--- src/rtl/ex_mem_stage_pkg.sv ---
// ex_mem_stage_pkg
//   Shared definitions for the execute stage and its EX/MEM register:
//   default widths, ALU operation encodings and the multiply-sequencing
//   FSM state type.
package ex_mem_stage_pkg;

  localparam int DATA_W_DEF     = 32;
  localparam int REG_ADDR_W_DEF = 5;

  localparam logic [2:0] ALU_ADD = 3'b000;
  localparam logic [2:0] ALU_SUB = 3'b001;
  localparam logic [2:0] ALU_AND = 3'b010;
  localparam logic [2:0] ALU_OR  = 3'b011;
  localparam logic [2:0] ALU_SLT = 3'b100;
  localparam logic [2:0] ALU_NOR = 3'b101;
  localparam logic [2:0] ALU_SLL = 3'b110;
  localparam logic [2:0] ALU_MUL = 3'b111;

  typedef enum logic [1:0] {
    IDLE = 2'd0,
    BUSY = 2'd1,
    DONE = 2'd2
  } state_t;

endpackage

--- src/rtl/ex_mem_stage_mul_iter.sv ---
// ex_mem_stage_mul_iter
//   Iterative shift-add multiplier: one partial product per clock,
//   DATA_W steps. Produces the low DATA_W bits of the unsigned product.
// Ports:
//   clk, rst       clock, asynchronous active-high reset
//   start          load operands, clear accumulator and step counter
//   abort          cancel an operation in progress (wins over start)
//   multiplicand   operand A, sampled on start
//   multiplier     operand B, sampled on start
//   busy           steps remain to be executed
//   done           the final step executes at the coming edge; product is
//                  valid in the cycle after done
//   product        accumulator contents
module ex_mem_stage_mul_iter #(
  parameter int DATA_W = 32
) (
  input  logic              clk,
  input  logic              rst,
  input  logic              start,
  input  logic              abort,
  input  logic [DATA_W-1:0] multiplicand,
  input  logic [DATA_W-1:0] multiplier,
  output logic              busy,
  output logic              done,
  output logic [DATA_W-1:0] product
);

  localparam int CNT_W = $clog2(DATA_W + 1);
  localparam logic [CNT_W-1:0] LAST_STEP = CNT_W'(DATA_W - 1);

  logic [DATA_W-1:0] mcand_reg;
  logic [DATA_W-1:0] mplier_reg;
  logic [DATA_W-1:0] acc_reg;
  logic [CNT_W-1:0]  count_reg;
  logic              busy_reg;

  always_ff @(posedge clk or posedge rst) begin
    if (rst) begin
      mcand_reg  <= '0;
      mplier_reg <= '0;
      acc_reg    <= '0;
      count_reg  <= '0;
      busy_reg   <= 1'b0;
    end else if (abort) begin
      count_reg <= '0;
      busy_reg  <= 1'b0;
    end else if (start) begin
      mcand_reg  <= multiplicand;
      mplier_reg <= multiplier;
      acc_reg    <= '0;
      count_reg  <= '0;
      busy_reg   <= 1'b1;
    end else if (busy_reg) begin
      // Bits shifted past the MSB of the multiplicand only affect the
      // discarded high half of the product.
      if (mplier_reg[0]) begin
        acc_reg <= acc_reg + mcand_reg;
      end
      mcand_reg  <= mcand_reg << 1;
      mplier_reg <= mplier_reg >> 1;
      count_reg  <= count_reg + 1'b1;
      if (count_reg == LAST_STEP) begin
        busy_reg <= 1'b0;
      end
    end
  end

  assign busy    = busy_reg;
  assign done    = busy_reg && (count_reg == LAST_STEP);
  assign product = acc_reg;

endmodule

--- src/rtl/ex_mem_stage.sv ---
// ex_mem_stage
//   Execute stage plus EX/MEM pipeline register. Computes the ALU result,
//   destination register and branch target/taken from ID/EX contents and
//   registers them for MEM. MUL runs on an iterative multiplier; while it
//   runs, stall holds ID/EX and the output register carries bubbles.
// Optional build macro:
//   EX_OVF_TRAP_EN  adds registered output ovf (signed add/sub overflow)
//                   and suppresses RegWrite for the overflowing op.
// Ports:
//   clk, rst, flush                      clock, async reset, squash
//   in_instr_bits_15_11 / _20_16         rd / rt specifiers
//   in_extended_bits                     sign-extended immediate
//   in_read_data1 / in_read_data2        rs / rt operands
//   in_new_pc_value                      PC+4
//   in_RegDst .. in_Branch, in_load_mode control from ID/EX
//   in_ALUOp                             operation select
//   stall                                hold ID/EX
//   alu_result, write_data, dest_reg,
//   branch_target, branch_taken,
//   RegWrite, MemWrite, MemRead,
//   MemToReg, load_mode                  EX/MEM register contents
module ex_mem_stage
  import ex_mem_stage_pkg::*;
#(
  parameter int DATA_W     = DATA_W_DEF,
  parameter int REG_ADDR_W = REG_ADDR_W_DEF
) (
  input  logic                  clk,
  input  logic                  rst,
  input  logic                  flush,
  input  logic [REG_ADDR_W-1:0] in_instr_bits_15_11,
  input  logic [REG_ADDR_W-1:0] in_instr_bits_20_16,
  input  logic [DATA_W-1:0]     in_extended_bits,
  input  logic [DATA_W-1:0]     in_read_data1,
  input  logic [DATA_W-1:0]     in_read_data2,
  input  logic [DATA_W-1:0]     in_new_pc_value,
  input  logic                  in_RegDst,
  input  logic                  in_RegWrite,
  input  logic                  in_ALUSrc,
  input  logic                  in_MemWrite,
  input  logic                  in_MemRead,
  input  logic                  in_MemToReg,
  input  logic                  in_Branch,
  input  logic [1:0]            in_load_mode,
  input  logic [2:0]            in_ALUOp,
  output logic                  stall,
  output logic [DATA_W-1:0]     alu_result,
  output logic [DATA_W-1:0]     write_data,
  output logic [REG_ADDR_W-1:0] dest_reg,
  output logic [DATA_W-1:0]     branch_target,
  output logic                  branch_taken,
  output logic                  RegWrite,
  output logic                  MemWrite,
  output logic                  MemRead,
  output logic                  MemToReg,
`ifdef EX_OVF_TRAP_EN
  output logic                  ovf,
`endif
  output logic [1:0]            load_mode
);

  logic [DATA_W-1:0]     op_b;
  logic [DATA_W-1:0]     alu_value;
  logic [DATA_W-1:0]     target_value;
  logic [REG_ADDR_W-1:0] dest_value;
  logic                  reg_write_value;

  logic [DATA_W-1:0]     product;
  logic                  mul_start;
  logic                  mul_busy;
  logic                  mul_done;

  state_t                state_reg;
  state_t                state_next;
  logic                  commit_alu;
  logic                  commit_mul;

  assign op_b         = in_ALUSrc ? in_extended_bits : in_read_data2;
  assign dest_value   = in_RegDst ? in_instr_bits_15_11 : in_instr_bits_20_16;
  assign target_value = in_new_pc_value + {in_extended_bits[DATA_W-3:0], 2'b00};

  always_comb begin
    alu_value = '0;
    case (in_ALUOp)
      ALU_ADD: alu_value = in_read_data1 + op_b;
      ALU_SUB: alu_value = in_read_data1 - op_b;
      ALU_AND: alu_value = in_read_data1 & op_b;
      ALU_OR:  alu_value = in_read_data1 | op_b;
      ALU_SLT: alu_value = {{(DATA_W-1){1'b0}},
                            ($signed(in_read_data1) < $signed(op_b))};
      ALU_NOR: alu_value = ~(in_read_data1 | op_b);
      ALU_SLL: alu_value = op_b << in_extended_bits[10:6];
      // Product comes from the multiplier, not from this path.
      ALU_MUL: alu_value = '0;
      default: alu_value = '0;
    endcase
  end

`ifdef EX_OVF_TRAP_EN
  logic ovf_value;

  // Signed overflow: operands (B inverted for sub) share a sign that
  // differs from the result's sign.
  always_comb begin
    ovf_value = 1'b0;
    if (in_ALUOp == ALU_ADD) begin
      ovf_value = (in_read_data1[DATA_W-1] == op_b[DATA_W-1]) &&
                  (alu_value[DATA_W-1] != in_read_data1[DATA_W-1]);
    end else if (in_ALUOp == ALU_SUB) begin
      ovf_value = (in_read_data1[DATA_W-1] != op_b[DATA_W-1]) &&
                  (alu_value[DATA_W-1] != in_read_data1[DATA_W-1]);
    end
  end

  assign reg_write_value = in_RegWrite & ~ovf_value;
`else
  assign reg_write_value = in_RegWrite;
`endif

  ex_mem_stage_mul_iter #(
    .DATA_W(DATA_W)
  ) u_mul_iter (
    .clk          (clk),
    .rst          (rst),
    .start        (mul_start),
    .abort        (flush),
    .multiplicand (in_read_data1),
    .multiplier   (op_b),
    .busy         (mul_busy),
    .done         (mul_done),
    .product      (product)
  );

  always_ff @(posedge clk or posedge rst) begin
    if (rst) begin
      state_reg <= IDLE;
    end else begin
      state_reg <= state_next;
    end
  end

  // Sequencing: stall is raised combinationally in the accepting IDLE
  // cycle and throughout BUSY, so ID/EX holds the mul until DONE commits.
  always_comb begin
    state_next = state_reg;
    stall      = 1'b0;
    mul_start  = 1'b0;
    commit_alu = 1'b0;
    commit_mul = 1'b0;
    case (state_reg)
      IDLE: begin
        if (flush) begin
          state_next = IDLE;
        end else if (in_ALUOp == ALU_MUL) begin
          state_next = BUSY;
          stall      = 1'b1;
          mul_start  = 1'b1;
        end else begin
          commit_alu = 1'b1;
        end
      end
      BUSY: begin
        stall = 1'b1;
        if (flush) begin
          state_next = IDLE;
        end else if (mul_done) begin
          state_next = DONE;
        end else if (!mul_busy) begin
          // Multiplier lost its operation; recover rather than hang.
          state_next = IDLE;
        end
      end
      DONE: begin
        state_next = IDLE;
        commit_mul = !flush;
      end
      default: state_next = IDLE;
    endcase
  end

  // EX/MEM register. Any cycle without a commit is a bubble: control
  // fields clear, data fields keep their previous contents.
  always_ff @(posedge clk or posedge rst) begin
    if (rst) begin
      alu_result    <= '0;
      write_data    <= '0;
      dest_reg      <= '0;
      branch_target <= '0;
      branch_taken  <= 1'b0;
      RegWrite      <= 1'b0;
      MemWrite      <= 1'b0;
      MemRead       <= 1'b0;
      MemToReg      <= 1'b0;
      load_mode     <= '0;
    end else begin
      branch_taken <= 1'b0;
      RegWrite     <= 1'b0;
      MemWrite     <= 1'b0;
      MemRead      <= 1'b0;
      MemToReg     <= 1'b0;
      load_mode    <= '0;
      if (commit_alu || commit_mul) begin
        alu_result    <= commit_mul ? product : alu_value;
        write_data    <= in_read_data2;
        dest_reg      <= dest_value;
        branch_target <= target_value;
        branch_taken  <= commit_alu && in_Branch && (alu_value == '0);
        RegWrite      <= reg_write_value;
        MemWrite      <= in_MemWrite;
        MemRead       <= in_MemRead;
        MemToReg      <= in_MemToReg;
        load_mode     <= in_load_mode;
      end
    end
  end

`ifdef EX_OVF_TRAP_EN
  always_ff @(posedge clk or posedge rst) begin
    if (rst) begin
      ovf <= 1'b0;
    end else begin
      ovf <= commit_alu && ovf_value;
    end
  end
`endif

endmodule

--- config.mk ---
export PLATFORM = sky130hd
export DESIGN_NAME = ex_mem_stage
export DESIGN_NICKNAME = d
export VERILOG_FILES = /design/src/rtl/ex_mem_stage_pkg.sv /design/src/rtl/ex_mem_stage_mul_iter.sv /design/src/rtl/ex_mem_stage.sv
export SDC_FILE = /design/constraint.sdc
export NUM_CORES = 1
export LEC_CHECK = 0
export CAP_MARGIN = 0
export CORE_ASPECT_RATIO = 0.9
export CORE_MARGIN = 2
export CORE_UTILIZATION = 41
export CTS_BUF_LIST = sky130_fd_sc_hd__clkbuf_16
export CTS_CLUSTER_DIAMETER = 80
export DETAILED_ROUTE_END_ITERATION = 7
export PLACE_DENSITY = 0.6
export SYNTH_ARGS = -nofsm -noshare
export SYNTH_HDL_FRONTEND = slang
export SYNTH_SLANG_ARGS = --single-unit
--- constraint.sdc ---
create_clock -name clk -period 19.58 [get_ports clk]
set_input_delay 3.916 -clock clk [delete_from_list [all_inputs] [get_ports clk]]
set_output_delay 3.916 -clock clk [all_outputs]
set_load 0.1 [all_outputs]
### After elaboration in Yosys (flattened, before gate mapping)

Index checks and enable logic that the tools add are counted.

| word-level totals | value |
|---|---|
| register bits after elaboration | 213 |
| input port bits | 153 |
| output and inout bits | 109 |

| operators by class | value |
|---|---|
| equality and inequality tests | 12 |
| reduce and logical (&&, ||, !) cells | 14 |
| shifts and indexed selects | 1 |
| muxes and demuxes | 38 |
| bitwise logic cells | 4 |
| $add $sub $neg | 5 |
| magnitude comparators | 1 |

Operators by type and width:

| operator | number |
|---|---|
| 32-bit two-way mux | 9 |
| 32-bit one-hot mux with 8 select lines | 1 |
| 32-bit adder | 3 |
| 32-bit AND | 1 |
| 32-bit logical NOT | 1 |
| 32-bit < comparator | 1 |
| 32-bit inverter | 1 |
| 32-bit bitwise OR | 1 |
| 32-bit by 5-bit << shifter with 32-bit output | 1 |
| 32-bit subtractor | 1 |
| 6-bit two-way mux | 3 |
| 1-bit two-way mux | 16 |
| 3-bit equality test, second input constant | 4 |
| 2-bit two-way mux | 6 |
| 6-bit by 1-bit adder with 6-bit output, second input constant | 1 |
| 3-bit by 2-bit equality test with 1-bit output, second input constant | 2 |
| 6-bit by 5-bit equality test with 1-bit output, second input constant | 1 |
| 5-bit two-way mux | 1 |
| 4-bit != test, second input constant | 1 |
| 2-bit one-hot mux with 2 select lines | 1 |
| 2-bit AND reduction | 2 |
| 2-bit nonzero test | 2 |
| 3-bit by 1-bit equality test with 1-bit output, second input constant | 1 |
| 1-bit logical AND | 3 |
| 11 further kinds | 11 |

### Longest topological paths before layout

| depth | value |
|---|---|
| depth after elaboration | 7 |
| gate-level depth with buffers | 21 |
| depth with buffers taken out | 16 |

### By module

Synthesis repeated with hierarchy kept, for this count alone.

| unflattened totals | value |
|---|---|
| cells, all modules | 2417 |
| area total of the unflattened synthesis | 19822.8 sq um |

Modules (own cells, without submodules):

| module | area an instance (sq um) | times used | cells an instance |
|---|---|---|---|
| ex_mem_stage | 13619.3 | 1 | 1762 |
| ex_mem_stage_mul_iter | 6203.4 | 1 | 655 |

### Worst setup path before layout

OpenSTA, ideal clock, no wires.

| path | value |
|---|---|
| path type | input-to-output |
| start point | input port in_ALUOp[1] |
| end point | output port stall |
| cell stages on the path | 6 |
| setup slack | 9738 ps |
| arrival time | 5926 ps |
| path buffers | 3 |
| cell sequence | buf_1 nand3_1 nand2b_1 clkbuf_1 clkbuf_1 o21ai_0 |

| on the way | value |
|---|---|
| longest elaborated chain between the ends | 4 |

RTL lines:

| item | RTL line | source |
|---|---|---|
| start, declared | ex_mem_stage.sv:45 | `input logic [2:0] in_ALUOp,` |
| 3-bit equality test | ex_mem_stage.sv:154 | `end else if (in_ALUOp == ALU_MUL) begin` |
| 1-bit two-way mux | ex_mem_stage.sv:154 |  |
| 1-bit two-way mux | ex_mem_stage.sv:152 | `if (flush) begin` |
| 1-bit one-hot mux with 2 select lines | ex_mem_stage.sv:150 | `case (state_reg)` |
| end, declared | ex_mem_stage.sv:46 | `output logic stall,` |

No other way between the ends.

### Worst setup path after layout

Ends and elaborated chain as after synthesis.

==> impl_metrics.tcl <==
set metrics [dict create \
    status "finished clean" \
    place_inst 3125 \
    dpl_cell_area_sq_um 22600 \
    critPathMaxFanout 65 \
    critPathLaunchType "input port" \
    dp_hpwl_mm 54.6 \
    cts_max_path_buffers 3 \
    root_buffer "clkbuf_16" \
    io_buffers 261 \
    final_nets 2853 \
    holdBufCountCts 0 \
    ys_seq_area_share_pct 27.4 \
    grtUsageTotal_pct 27.7 \
    slew-limit-headroom_pct 15.0 \
    ys_ff_latch 213 \
    finalSetupTns_ns 0 \
    hold_viol 0 \
    cts_buffers 27 \
    detail_route.first_pass.iterations 6 \
    fin_area_sq_um 23400 \
    hold_path_end "u_mul_iter.mplier_reg[3]$_DFFE_PP0P_" \
    path_clk_slew_ns 0.06 \
    gr-total-overflow 0 \
    n_fill_cell 4541 \
    grt_pass1_wl_mm 107 \
    setup_viol_count_final 0 \
    cts_resized 0 \
    maxCapViolations 0 \
    syn_avg_cell_area_sq_um 8.25 \
    skew_ns 0.0181 \
    min_period_ns 11.33 \
    peakVddDrop_v 0.0000710 \
    grt_max_degree 102 \
    die_h_um 211 \
    die_area_sq_um 49200 \
    min_from "u_mul_iter.mplier_reg[3]$_DFFE_PP0P_" \
    routed_via_density 5.95 \
    cts_htree_levels 1 \
    cts_setup_buffers 0 \
    synth_fa_ha_area_share_pct 10.6 \
    synth-async-reset-ratio_pct 100 \
    fin_crit_sh_pct 57.9 \
    slew_violations 0 \
    clock_latency_ns 0.57 \
    coreArea_sq_um 46700 \
    synth_xor_area_share_pct 3.28 \
    reg2reg_depth 12 \
    syn-cell-area_sq_um 19500 \
    worstPathRequired_ns 15.66 \
    drt_wl_total_mm 70.4 \
    cts_tree "built" \
    hold_path_class "reg2reg" \
    hold_path_depth 2 \
    synth_edf_count 0 \
    rows 75 \
    reg2reg_from "u_mul_iter.mcand_reg[1]$_DFFE_PP0P_" \
    cp-end-kind "primary output" \
    synth_warnings 0 \
    synthSimpleGateAreaFrac_pct 16.4 \
    num_vias 18900 \
    reg2reg_slack_ns 15.72 \
    die_width_um 234 \
    power_density_nw_per_um2 81.8 \
    whs_ns 0.482 \
    rsz0062_at_grt "false" \
    wl_per_cell_um 22.2 \
    synth_cell_types 78 \
    syn_inst 2360 \
    layout.cells.non_filler 3172 \
    tightest_slew_ns 1.26 \
    start_util_pct 41.7 \
    drive_gt1_share_pct 6.92 \
    synth_fp_nets 2675 \
    crit_type "in2out" \
    grt_pass1_vias 17700 \
    synthFlopType "dfrtp_1" \
    synth_compound_area_share_pct 24.8 \
    crit_arrival_ns 7.42 \
    finish.utilization_pct 50.1 \
    ios 262 \
    synthMuxAreaShare_pct 12.2 \
    grt_antenna_before_repair 0 \
    antenna_cells 0 \
    cts_sinks 213 \
    synth_top_family_by_area "compound AO/OA/AOI/OAI gates" \
    fmax_ghz 0.0882 \
    syn_to_final_growth_pct 20.2 \
    rr_endpoint "u_mul_iter.product[29]$_DFFE_PP0P_" \
    postRouteAntennaNets 0 \
    drc 0 \
    drt_iter0_drc 1823 \
    routabilityCongestion 0.964 \
    p_leak_nw 10.1 \
]
cells in the final DEF (no fill, tap or decap), types with 43 or more instances in the layout:
master	count
nor2_1	162
mux2_2	55
nor3_1	59
ha_1	158
inv_1	136
a21oi_1	155
dfrtp_1	213
mux2i_1	123
clkdlybuf4s50_1	258
a22oi_1	43
o21ai_0	250
nand2_1	254
metal layers:
| metal | track usage [%] | wire length [um] | vias to the layer above |
|---|---|---|---|
| met2 | 44.4 | 32700 | 659 |
| met1 | 39.4 | 31500 | 9145 |
| met4 | 8.18 | 2110 | 0 |
| met3 | 3.15 | 4020 | 113 |
| met5 | 0 | 0 | - |
| li1 | - | - | 8956 |
how the worst max path moves through the flow:
stage	start	slack, ns	cells after the start	endpoint
finish	in_ALUOp[1]	8.25	6	stall
global placement	in_ALUOp[1]	8.29	6	stall
detailed placement	in_ALUOp[1]	8.27	6	stall
CTS	in_ALUOp[1]	8.24	6	stall
global route	in_ALUOp[1]	8.00	6	stall
floorplan	in_ALUOp[1]	9.74	6	stall
power by group:
group          internal [mW]  switching, mW
Clock                  0.288          0.203
Sequential             0.505         0.0444
Combinational          0.267          0.608
Total                   1.06          0.855
cell type report:
type                    count  area (sq um)  share of cell area [%]
flip-flops and latches    213          5330                    22.8
inverters                 131           499                    2.13
repair buffers            285          2780                    11.9
clock inverters            20           175                   0.749
clock buffers              27           676                    2.89
well taps                 616           771                    3.29
multi-input cells        1880         13200                    56.3
per-stage QoR:
stage	total power, mW	worst slack, ns
floorplan	1.17	9.74
global placement	1.42	8.29
detailed placement	1.42	8.27
CTS	1.92	8.24
global route	2.01	8.00
finish	1.91	8.25
cell families (layout without fill, tap and decap cells):
logic type	Yosys count	count (layout)
muxes	201	201
DFF	213	213
xor gates and xnor gates	73	73
and+or+nand+nor	684	684
AOI/OAI and AO/OA	760	760
adders and majority gates	162	162
buffers and inverters	267	463
cells in the mapped netlist, types with 21 or more instances:
| library cell | n | area (sq um) |
|---|---|---|
| mux2i_1 | 123 | 1230 |
| mux2_2 | 55 | 619 |
| nand4_1 | 21 | 131 |
| o21a_1 | 26 | 195 |
| clkbuf_1 | 110 | 413 |
| ha_1 | 158 | 1980 |
| nand3_1 | 33 | 165 |
| a21oi_1 | 155 | 776 |
| nor2b_1 | 32 | 200 |
| dfrtp_1 | 213 | 5330 |
| xnor2_1 | 40 | 350 |
| o211ai_1 | 25 | 188 |
| nand2_1 | 254 | 953 |
| o21bai_1 | 21 | 158 |
| a21o_1 | 31 | 233 |
| nor2_1 | 163 | 612 |
| a211oi_1 | 27 | 203 |
| xor2_1 | 33 | 289 |
| a22oi_1 | 43 | 323 |
| inv_1 | 130 | 488 |
| o21ai_0 | 250 | 1250 |
| nand2b_1 | 33 | 206 |
| nor3_1 | 61 | 305 |
critical path, cell delays in order:
cell,delay (ns)
clkdlybuf4s50_1,0.45
buf_4,0.39
nand3_1,0.28
nand2b_2,0.84
o21ai_0,0.33
clkdlybuf4s50_1,1.19
No activity file was read; power rests on OpenSTA's default activity.
